==> config.mk <==
export PLATFORM = sky130hd
export DESIGN_NAME = alu_ctrl
export DESIGN_NICKNAME = d
export VERILOG_FILES = /design/src/rtl/alu_ctrl_pkg.sv /design/src/rtl/alu_ctrl_regfile.sv /design/src/rtl/alu_ctrl.sv
export SDC_FILE = /design/constraint.sdc
export NUM_CORES = 1
export LEC_CHECK = 0
export CAP_MARGIN = 30
export CORE_UTILIZATION = 23
export DETAILED_ROUTE_END_ITERATION = 6
export GPL_ROUTABILITY_DRIVEN = 0
export GPL_TIMING_DRIVEN = 0
export HOLD_SLACK_MARGIN = 0.15
export PLACE_DENSITY = 0.44
export SLEW_MARGIN = 25
export SYNTH_ARGS = -nofsm -noshare
export SYNTH_HDL_FRONTEND = slang
export SYNTH_SLANG_ARGS = --single-unit
==> constraint.sdc <==
create_clock -name clk -period 7.9 [get_ports clk]
set_input_delay 0.79 -clock clk [delete_from_list [all_inputs] [get_ports clk]]
set_output_delay 0.79 -clock clk [all_outputs]
set_load 0.02 [all_outputs]
==> src/rtl/alu_ctrl_pkg.sv <==
// Shared definitions for the ALU controller: opcode encodings, FSM states,
// psr bit positions and opcode classification helpers.
package alu_ctrl_pkg;

    localparam logic [7:0] OP_NOP   = 8'h00;
    localparam logic [7:0] OP_AND   = 8'h01;
    localparam logic [7:0] OP_OR    = 8'h02;
    localparam logic [7:0] OP_XOR   = 8'h03;
    localparam logic [7:0] OP_ADD   = 8'h05;
    localparam logic [7:0] OP_ADDU  = 8'h06;
    localparam logic [7:0] OP_ADDC  = 8'h07;
    localparam logic [7:0] OP_SUB   = 8'h09;
    localparam logic [7:0] OP_CMP   = 8'h0B;
    localparam logic [7:0] OP_CMPUI = 8'h0C;
    localparam logic [7:0] OP_MOV   = 8'h0D;
    localparam logic [7:0] OP_NOT   = 8'h0F;
    localparam logic [7:0] OP_LSHI  = 8'h80;
    localparam logic [7:0] OP_LSH   = 8'h84;
    localparam logic [7:0] OP_ASHU  = 8'h86;
    localparam logic [7:0] OP_ASHUI = 8'h88;

    localparam logic [3:0] MJ_SHIFT = 4'h8;
    localparam logic [3:0] MJ_ADDI  = 4'h5;
    localparam logic [3:0] MJ_ADDUI = 4'h6;
    localparam logic [3:0] MJ_ADDCI = 4'h7;
    localparam logic [3:0] MJ_SUBI  = 4'h9;
    localparam logic [3:0] MJ_CMPI  = 4'hB;

    localparam int PSR_C = 0;
    localparam int PSR_L = 1;
    localparam int PSR_F = 2;
    localparam int PSR_Z = 3;
    localparam int PSR_N = 4;

    typedef enum logic [1:0] {S_IDLE, S_DECODE, S_EXEC, S_WB} state_t;
    typedef enum logic [1:0] {B_REG, B_SEXT8, B_ZEXT8, B_SEXT5} bsel_t;

    function automatic logic op_legal(input logic [7:0] op);
        logic ok;
        casez (op)
            OP_NOP, OP_AND, OP_OR, OP_XOR, OP_ADD, OP_ADDU, OP_ADDC, OP_SUB,
            OP_CMP, OP_CMPUI, OP_MOV, OP_NOT, OP_LSH, OP_ASHU:      ok = 1'b1;
            8'b1000_000?, 8'b1000_1???:                            ok = 1'b1;
            8'b0101_????, 8'b0110_????, 8'b0111_????,
            8'b1001_????, 8'b1011_????:                            ok = 1'b1;
            default:                                               ok = 1'b0;
        endcase
        return ok;
    endfunction

    function automatic bsel_t op_bsel(input logic [7:0] op);
        bsel_t sel;
        case (op[7:4])
            MJ_ADDI, MJ_ADDCI, MJ_SUBI, MJ_CMPI: sel = B_SEXT8;
            MJ_ADDUI:                            sel = B_ZEXT8;
            MJ_SHIFT: begin
                if (op[3:1] == 3'b000 || op[3] == 1'b1) begin
                    sel = B_SEXT5;
                end else begin
                    sel = B_REG;
                end
            end
            default:                             sel = B_REG;
        endcase
        return sel;
    endfunction

    // Compares and NOP only update flags (or nothing); illegal ops never write.
    function automatic logic op_writes(input logic [7:0] op);
        logic wr;
        casez (op)
            OP_NOP, OP_CMP, OP_CMPUI, 8'b1011_????: wr = 1'b0;
            default:                                wr = op_legal(op);
        endcase
        return wr;
    endfunction

    function automatic logic op_sets_psr(input logic [7:0] op);
        logic sp;
        casez (op)
            OP_ADD, OP_ADDC, OP_SUB, OP_CMP, OP_CMPUI,
            8'b0101_????, 8'b0111_????, 8'b1001_????, 8'b1011_????: sp = 1'b1;
            default:                                               sp = 1'b0;
        endcase
        return sp;
    endfunction

endpackage

==> src/rtl/alu_ctrl_regfile.sv <==
// 16x16 register file: two combinational operand ports, a debug read port,
// one synchronous write port, synchronous active-high reset.
module regfile16x16 #(
    parameter int NUM_REGS = 16
) (
    input  logic        clk,
    input  logic        reset,
    input  logic [3:0]  ra_addr,
    output logic [15:0] ra_data,
    input  logic [3:0]  rb_addr,
    output logic [15:0] rb_data,
    input  logic [3:0]  dbg_addr,
    output logic [15:0] dbg_data,
    input  logic        we,
    input  logic [3:0]  wa,
    input  logic [15:0] wd
);

    logic [15:0] regs_r [NUM_REGS];

    assign ra_data  = regs_r[ra_addr];
    assign rb_data  = regs_r[rb_addr];
    assign dbg_data = regs_r[dbg_addr];

    // Register storage with synchronous clear and single write port.
    always_ff @(posedge clk) begin
        if (reset) begin
            for (int i = 0; i < NUM_REGS; i++) begin
                regs_r[i] <= 16'h0000;
            end
        end else if (we) begin
            regs_r[wa] <= wd;
        end
    end

endmodule

==> src/rtl/alu_ctrl.sv <==
// Multi-cycle controller feeding an external combinational ALU:
// accept -> decode operands -> capture result -> write back.
module alu_ctrl
    import alu_ctrl_pkg::*;
#(
    parameter int NUM_REGS = 16
) (
    input  logic        clk,
    input  logic        reset,
    input  logic [15:0] instr,
    input  logic        instr_valid,
    output logic        instr_ready,
    output logic [7:0]  alu_op,
    output logic [15:0] alu_a,
    output logic [15:0] alu_b,
    input  logic [15:0] alu_c,
    input  logic [4:0]  alu_flags,
    output logic [4:0]  psr,
    output logic        done,
    output logic        illegal,
    input  logic [3:0]  dbg_addr,
    output logic [15:0] dbg_data
);

    state_t      state_r, state_s;
    logic [15:0] instr_r;
    logic [7:0]  alu_op_r;
    logic [15:0] alu_a_r, alu_b_r, alu_b_s;
    logic [15:0] res_r;
    logic [4:0]  flags_r, psr_r;
    logic        done_r, illegal_r, ready_r;
    logic [15:0] ra_data_s, rb_data_s;
    logic [7:0]  op_s;
    logic        we_s;

    assign op_s = {instr_r[15:12], instr_r[7:4]};
    assign we_s = (state_r == S_WB) && op_writes(alu_op_r);

    regfile16x16 #(.NUM_REGS(NUM_REGS)) u_rf (
        .clk      (clk),
        .reset    (reset),
        .ra_addr  (instr_r[11:8]),
        .ra_data  (ra_data_s),
        .rb_addr  (instr_r[3:0]),
        .rb_data  (rb_data_s),
        .dbg_addr (dbg_addr),
        .dbg_data (dbg_data),
        .we       (we_s),
        .wa       (instr_r[11:8]),
        .wd       (res_r)
    );

    // Operand B source: register or one of the immediate extensions.
    always_comb begin
        alu_b_s = rb_data_s;
        case (op_bsel(op_s))
            B_SEXT8: alu_b_s = {{8{instr_r[7]}}, instr_r[7:0]};
            B_ZEXT8: alu_b_s = {8'h00, instr_r[7:0]};
            B_SEXT5: alu_b_s = {{11{instr_r[4]}}, instr_r[4:0]};
            default: alu_b_s = rb_data_s;
        endcase
    end

    // Next-state logic: only IDLE waits; the remaining states always advance.
    always_comb begin
        state_s = state_r;
        case (state_r)
            S_IDLE: begin
                if (instr_valid) begin
                    state_s = S_DECODE;
                end else begin
                    state_s = S_IDLE;
                end
            end
            S_DECODE: state_s = S_EXEC;
            S_EXEC:   state_s = S_WB;
            S_WB:     state_s = S_IDLE;
            default:  state_s = S_IDLE;
        endcase
    end

    // Pipeline registers, psr and registered status outputs.
    always_ff @(posedge clk) begin
        if (reset) begin
            state_r   <= S_IDLE;
            instr_r   <= 16'h0000;
            alu_op_r  <= 8'h00;
            alu_a_r   <= 16'h0000;
            alu_b_r   <= 16'h0000;
            res_r     <= 16'h0000;
            flags_r   <= 5'h00;
            psr_r     <= 5'h00;
            done_r    <= 1'b0;
            illegal_r <= 1'b0;
            ready_r   <= 1'b1;
        end else begin
            state_r   <= state_s;
            ready_r   <= (state_s == S_IDLE);
            done_r    <= (state_r == S_EXEC);
            illegal_r <= (state_r == S_EXEC) && !op_legal(alu_op_r);
            if (state_r == S_IDLE && instr_valid) begin
                instr_r <= instr;
            end
            if (state_r == S_DECODE) begin
                alu_op_r <= op_s;
                alu_a_r  <= ra_data_s;
                alu_b_r  <= alu_b_s;
            end
            if (state_r == S_EXEC) begin
                res_r   <= alu_c;
                flags_r <= alu_flags;
            end
            if (state_r == S_WB && op_sets_psr(alu_op_r)) begin
                psr_r <= flags_r;
            end
        end
    end

    assign instr_ready = ready_r;
    assign alu_op      = alu_op_r;
    assign alu_a       = alu_a_r;
    assign alu_b       = alu_b_r;
    assign psr         = psr_r;
    assign done        = done_r;
    assign illegal     = illegal_r;

endmodule
; Yosys cells after proc, flatten, opt, wreduce, memory -nomap -nowiden
; Memories as Yosys holds them, arrays and structs flattened. A register that Yosys moved wholly into a read port is not among the register bits.
; Cells that the tools add are included.
[classes]
n_eq_ne = 32
mux = 20
n_reduce_logical = 15
[ops]
columns = op, count
row1 = 16-bit one-hot mux with 3 select lines, 1
row2 = "8-bit by 4-bit equality test with 1-bit output, second input constant", 5
row3 = "4-bit by 3-bit equality test with 1-bit output, second input constant", 6
row4 = "8-bit by 3-bit equality test with 1-bit output, second input constant", 3
row5 = 21-bit OR reduction, 1
row6 = "4-bit equality test, second input constant", 5
row7 = "8-bit by 2-bit equality test with 1-bit output, second input constant", 2
row8 = "8-bit equality test, second input constant", 2
row9 = 16-bit two-way mux, 1
row10 = 16-bit OR reduction, 1
row11 = 1-bit two-way mux, 12
row12 = 4-bit two-way mux, 3
row13 = 9-bit OR reduction, 1
row14 = "2-bit equality test, second input constant", 4
row15 = "8-bit by 1-bit equality test with 1-bit output, second input constant", 1
row16 = 8-bit logical NOT, 1
row17 = 2-bit one-hot mux with 4 select lines, 1
row18 = 4-bit OR reduction, 2
row19 = "7-bit equality test, second input constant", 1
row20 = 2-bit one-hot mux with 3 select lines, 1
row21 = "5-bit equality test, second input constant", 1
row22 = "2-bit by 1-bit equality test with 1-bit output, second input constant", 2
row23 = 1-bit logical AND, 4
row24 = 2-bit logical NOT, 2
row25 = 4 further kinds, 4
[totals]
regBits = 71
ramBits = 256
inputBits = 44
word_cells = 78
n_memories = 1
[memory_table]
columns = name, words, width, read_ports, rd_ports_with_merged_regs, wr, line_no
row1 = u_rf.regs_r, 16, 16, 3, 2, 16, alu_ctrl_regfile.sv:19  ; logic [15:0] regs_r [NUM_REGS];

; Logic depth before layout (Yosys ltp)
[logic_depth]
ltp_word = 10
mapped_depth = 9
depth_no_buf = 7

; Modules after synthesis
; A second synthesis with hierarchy kept.
[hier_totals]
cells_unflattened = 1366
hier_area_um2 = 18828.1
[modules_own_cells]
columns = mod, n_inst, cells_per_inst, area_per_inst_um2, seq_area_each_um2
row1 = regfile16x16, 1, 996, 15265.9, 7687.4
row2 = alu_ctrl, 1, 370, 3562.2, 1741.7

; Worst setup path before layout
; OpenSTA, ideal clock, no wires.
[synth_path]
path_kind = in2out
from = in dbg_addr[0]
to = out dbg_data[0]
t_arrival_ps = 2545
setup_slack_ps = 4565
path_stages = 4
path_buffers = 2
cell_sequence = clkbuf_1 > buf_2 > mux4_2 > mux4_2
[synth_between]
elab_chain_cells = 1
[synth_rtl]
columns = element, line_no
row1 = from (decl), alu_ctrl.sv:21  ; input logic [3:0] dbg_addr,
row2 = memory read 16 x 16 bit, n/a
row3 = to (decl), alu_ctrl.sv:22  ; output logic [15:0] dbg_data
; Every way passes these cells.

; Worst setup path after layout
[layout_path]
from = in dbg_addr[0]
to = out dbg_data[14]
; The elaborated chain is that of the path after synthesis.

==> impl_metrics.csv <==
group,metric,value,unit
setup_path,r2r-end,"u_rf.regs_r[9][8]",
yosys,synth_top_cell_by_area,"edfxtp_1",
clock_tree,tritoncts,"done",
power_and_ir_drop,peakVddDrop,0.116,mV
power_and_ir_drop,p_clk_share,39.8,%
layout,fin_area,0.0230,mm^2
die,num_io_pins,108,
layout,fillers,8023,
drt,drt_iter0_drc,1732,
setup_path,crit_slowest_cell,"mux4_2",
die,die_h,287,um
setup_path,start_kind,"primary input",
worst_hold_path,hold_end,"psr[2]",
sta,tightestPinTransition,1160,ps
drt,routed-via-count,14400,
sta,timing.setup.tns,0,ps
sta,finalHoldViolCount,0,
yosys,ys_top_cells_by_area,"edfxtp_1 41%, mux4_2 25%, dfxtp_1 9.8%, nor2_1 4.0%, nor3_1 3.5%",
yosys,ys_async_sr_fraction,0,%
grt,grt_max_degree,13,
clock_tree,insertion_delay,590,ps
yosys,yosysUniqueCellTypes,45,
flow_run,max_cap_violations,0,
layout,n_antenna_cell,0,
worst_hold_path,hold_class,"flop to flop",
grt,grt.overflow.total,0,
die,row_count,103,
power_and_ir_drop,p_comb_share,18.7,%
grt,grt_pass1_wl,113000,um
yosys,ys_seq_area_share,51.1,%
power_and_ir_drop,design_power_total,5080,uW
setup_path,rrSetupSlack,4170,ps
setup_path,crit_path_frequent_cell,"mux4_2",
worst_hold_path,whs_path_depth,2,
clock_tree,clk_path_buf_depth,3,
placed_design,post_dp_cell_area,0.0216,mm^2
power_and_ir_drop,power.density,221,mW/mm^2
drt,drt_pre_antenna_iters,7,
layout,final_util,28.9,%
drt,vias_per_cell,5.36,
setup_path,crit_family,"buffers and inverters",
yosys,avgSynthCellArea,13.1,um^2
sta,hold_slack,460,ps
drt,postRouteAntennaNets,0,
grt,antenna_found_initial,1,
placed_design,hpwl,60600,um
clock_tree,cts_made_buffers,42,
power_and_ir_drop,power.internal,3610,uW
die,start_util,23.4,%
setup_path,r2r_cells,8,
sta,timing.final.crit_share,58.2,%
yosys,synth_edf_count,256,
power_and_ir_drop,p_sw,1470,uW
layout,area_delta_synth_final,23.6,%
power_and_ir_drop,p_leak,0.00713,uW
yosys,ys.flop_type,"edfxtp_1",
setup_path,worstPathCellList,"clkbuf_1 -> buf_2 -> mux4_2 -> mux4_2 -> clkdlybuf4s50_1",
die,dieArea,0.0821,mm^2
clock_tree,clkSinkCount,347,
power_and_ir_drop,swShare,29.0,%
clock_tree,clk_pin_slew_worst_paths,50,ps
grt,grt_usage,19.6,%
worst_hold_path,min-delay-start,"psr[2]",
sta,drv_slew,0,
sta,slew_headroom,22.9,%
layout,nets,1648,
sta,rsz0062_at_grt,"no",
die,coreArea,0.0795,mm^2
setup_path,r2r-start,"instr_r[8]",
sta,fin_skew,25.8,ps
layout,multi_input_area,0.00866,mm^2
grt,first_global_vias,14200,
yosys,yosys_warnings,0,
clock_tree,ctsHoldBuffers,0,
drt,wl,81800,um
setup_path,required,7110,ps
setup_path,cp-end-kind,"output port",
yosys,synthesis.area,0.0186,mm^2
clock_tree,cts-root-buf,"clkbuf_16",
yosys,synthDominantCellAreaShare,41.3,%
setup_path,crit_arrival,3810,ps
placed_design,port_buffers,102,
setup_path,path_max_fanout,10,
yosys,post_synth_inst_count,1424,
setup_path,critPathMaxStageDelay,660,ps
drt,wl_per_cell,30.5,um
layout,regArea,0.00951,mm^2
setup_path,path_class,"primary input to output port",
sta,period_minus_slack,4600,ps
yosys,synth-seq-cells,347,
drt,drc,0,
clock_tree,cts_setup_buffers,0,
die,die_w,287,um
clock_tree,htreeDepth,2,
sta,fmax,218,MHz
run_status,outcome,"completed",
power_and_ir_drop,p_seq_share,41.6,%
yosys,syn-num-nets,1473,
sta,setup_viol,0,
clock_tree,postCtsResizedCells,0,
setup_path,crit_buf_inv,3,
layout,drive_above_1_share,23.0,%
==> power groups by stage <==
stage / registers, uW / clock network [uW] / logic, uW
global route: 2120 / 2100 / 983
global placement: 2150 / 0 / 894
floorplan: 2140 / 0 / 491
finish: 2110 / 2020 / 949
detailed placement: 2150 / 0 / 938
CTS: 2110 / 2040 / 942
==> area by class of cell <==
class / instances / share of cell area (%)
Buffer: 132 / 2.66
Clock buffer: 63 / 5.35
Clock inverter: 15 / 0.756
Inverter: 7 / 0.114
Multi-Input combinational cell: 938 / 37.6
Sequential cell: 347 / 41.3
Tap cell: 1050 / 5.71
Timing Repair Buffer: 131 / 6.48
==> layout by cell type (no fill, tap or decap), types with 44 or more instances in the layout <==
cell type | synthesis | final
edfxtp_1 | 256 | 256
a22oi_1 | 48 | 48
mux4_2 | 208 | 208
clkbuf_16 | 0 | 45
clkbuf_1 | 72 | 82
nand2_1 | 139 | 139
dfxtp_1 | 91 | 91
buf_2 | 41 | 44
clkdlybuf4s50_1 | 0 | 102
nor2_1 | 198 | 198
nor3_1 | 131 | 131
==> through the flow <==
stage	cells	setup WS (ps)
floorplan	1424	4570
finish	2683	3300
global route	2683	3230
global placement	2576	1880
CTS	2682	3270
detailed placement	2604	3280
==> cell families (layout without fill, tap and decap cells) <==
| group | Yosys count | count (layout) | synth area share [%] |
|---|---|---|---|
| and+or+nand+nor | 540 | 540 | 12.6 |
| DFF | 347 | 347 | 51.1 |
| muxes | 249 | 249 | 27.4 |
| AOI/OAI and AO/OA | 141 | 141 | 5.07 |
| buffers and inverters | 139 | 348 | 3.40 |
| adders and majority gates | 5 | 5 | 0.336 |
| xor gates and xnor gates | 3 | 3 | 0.141 |
==> Yosys cell counts, drive strengths merged (2+ instances only) <==
library cell,count
nand2,139
ha,5
nand2b,3
o211ai,5
dfxtp,91
clkbuf,72
edfxtp,256
nand3,27
and2,5
a221oi,4
and3,12
xor2,2
nor3b,2
clkinv,2
nor2b,11
mux2i,41
a21o,2
nor2,198
a22oi,48
nor4,8
a211oi,6
inv,5
nor3,131
mux4,208
a21oi,36
buf,60
o21ai,30
o31ai,6
==> routing by layer <==
metal	vias to the layer above	GRT usage, %	share of wire (%)
met1	7416	25.6	40
met3	149	4.89	9.7
met2	909	32.1	47
met4	2	5.76	2.9
met5	-	0	0.011
li1	5917	-	-
==> state kept, by name (all words and copies together) (netlist names), named ones only <==
register	cells
flags_r	5
alu_b	16
res_r	16
illegal	1
instr_ready	1
instr_r	16
done	1
psr	5
alu_a	16
u_rf.regs_r	256
state_r	2
alu_op	8
==> how the worst max path moves through the flow <==
| stage | start | to | cells after the start |
|---|---|---|---|
| final | dbg_addr[0] | dbg_data[14] | 5 |
| after floorplan | dbg_addr[0] | dbg_data[0] | 4 |
| after CTS | dbg_addr[0] | dbg_data[14] | 5 |
| after global routing | dbg_addr[0] | dbg_data[14] | 5 |
| after detailed placement | dbg_addr[0] | dbg_data[14] | 5 |
| after global placement | instr_r[8] | u_rf.regs_r[9][8] | 7 |
==> tightest hold or removal path, stage by stage (launching register included) <==
cell and delay, ps:
dfxtp_1 310, nand2_1 50, mux2i_1 50
(Power assumes the default switching activity.)
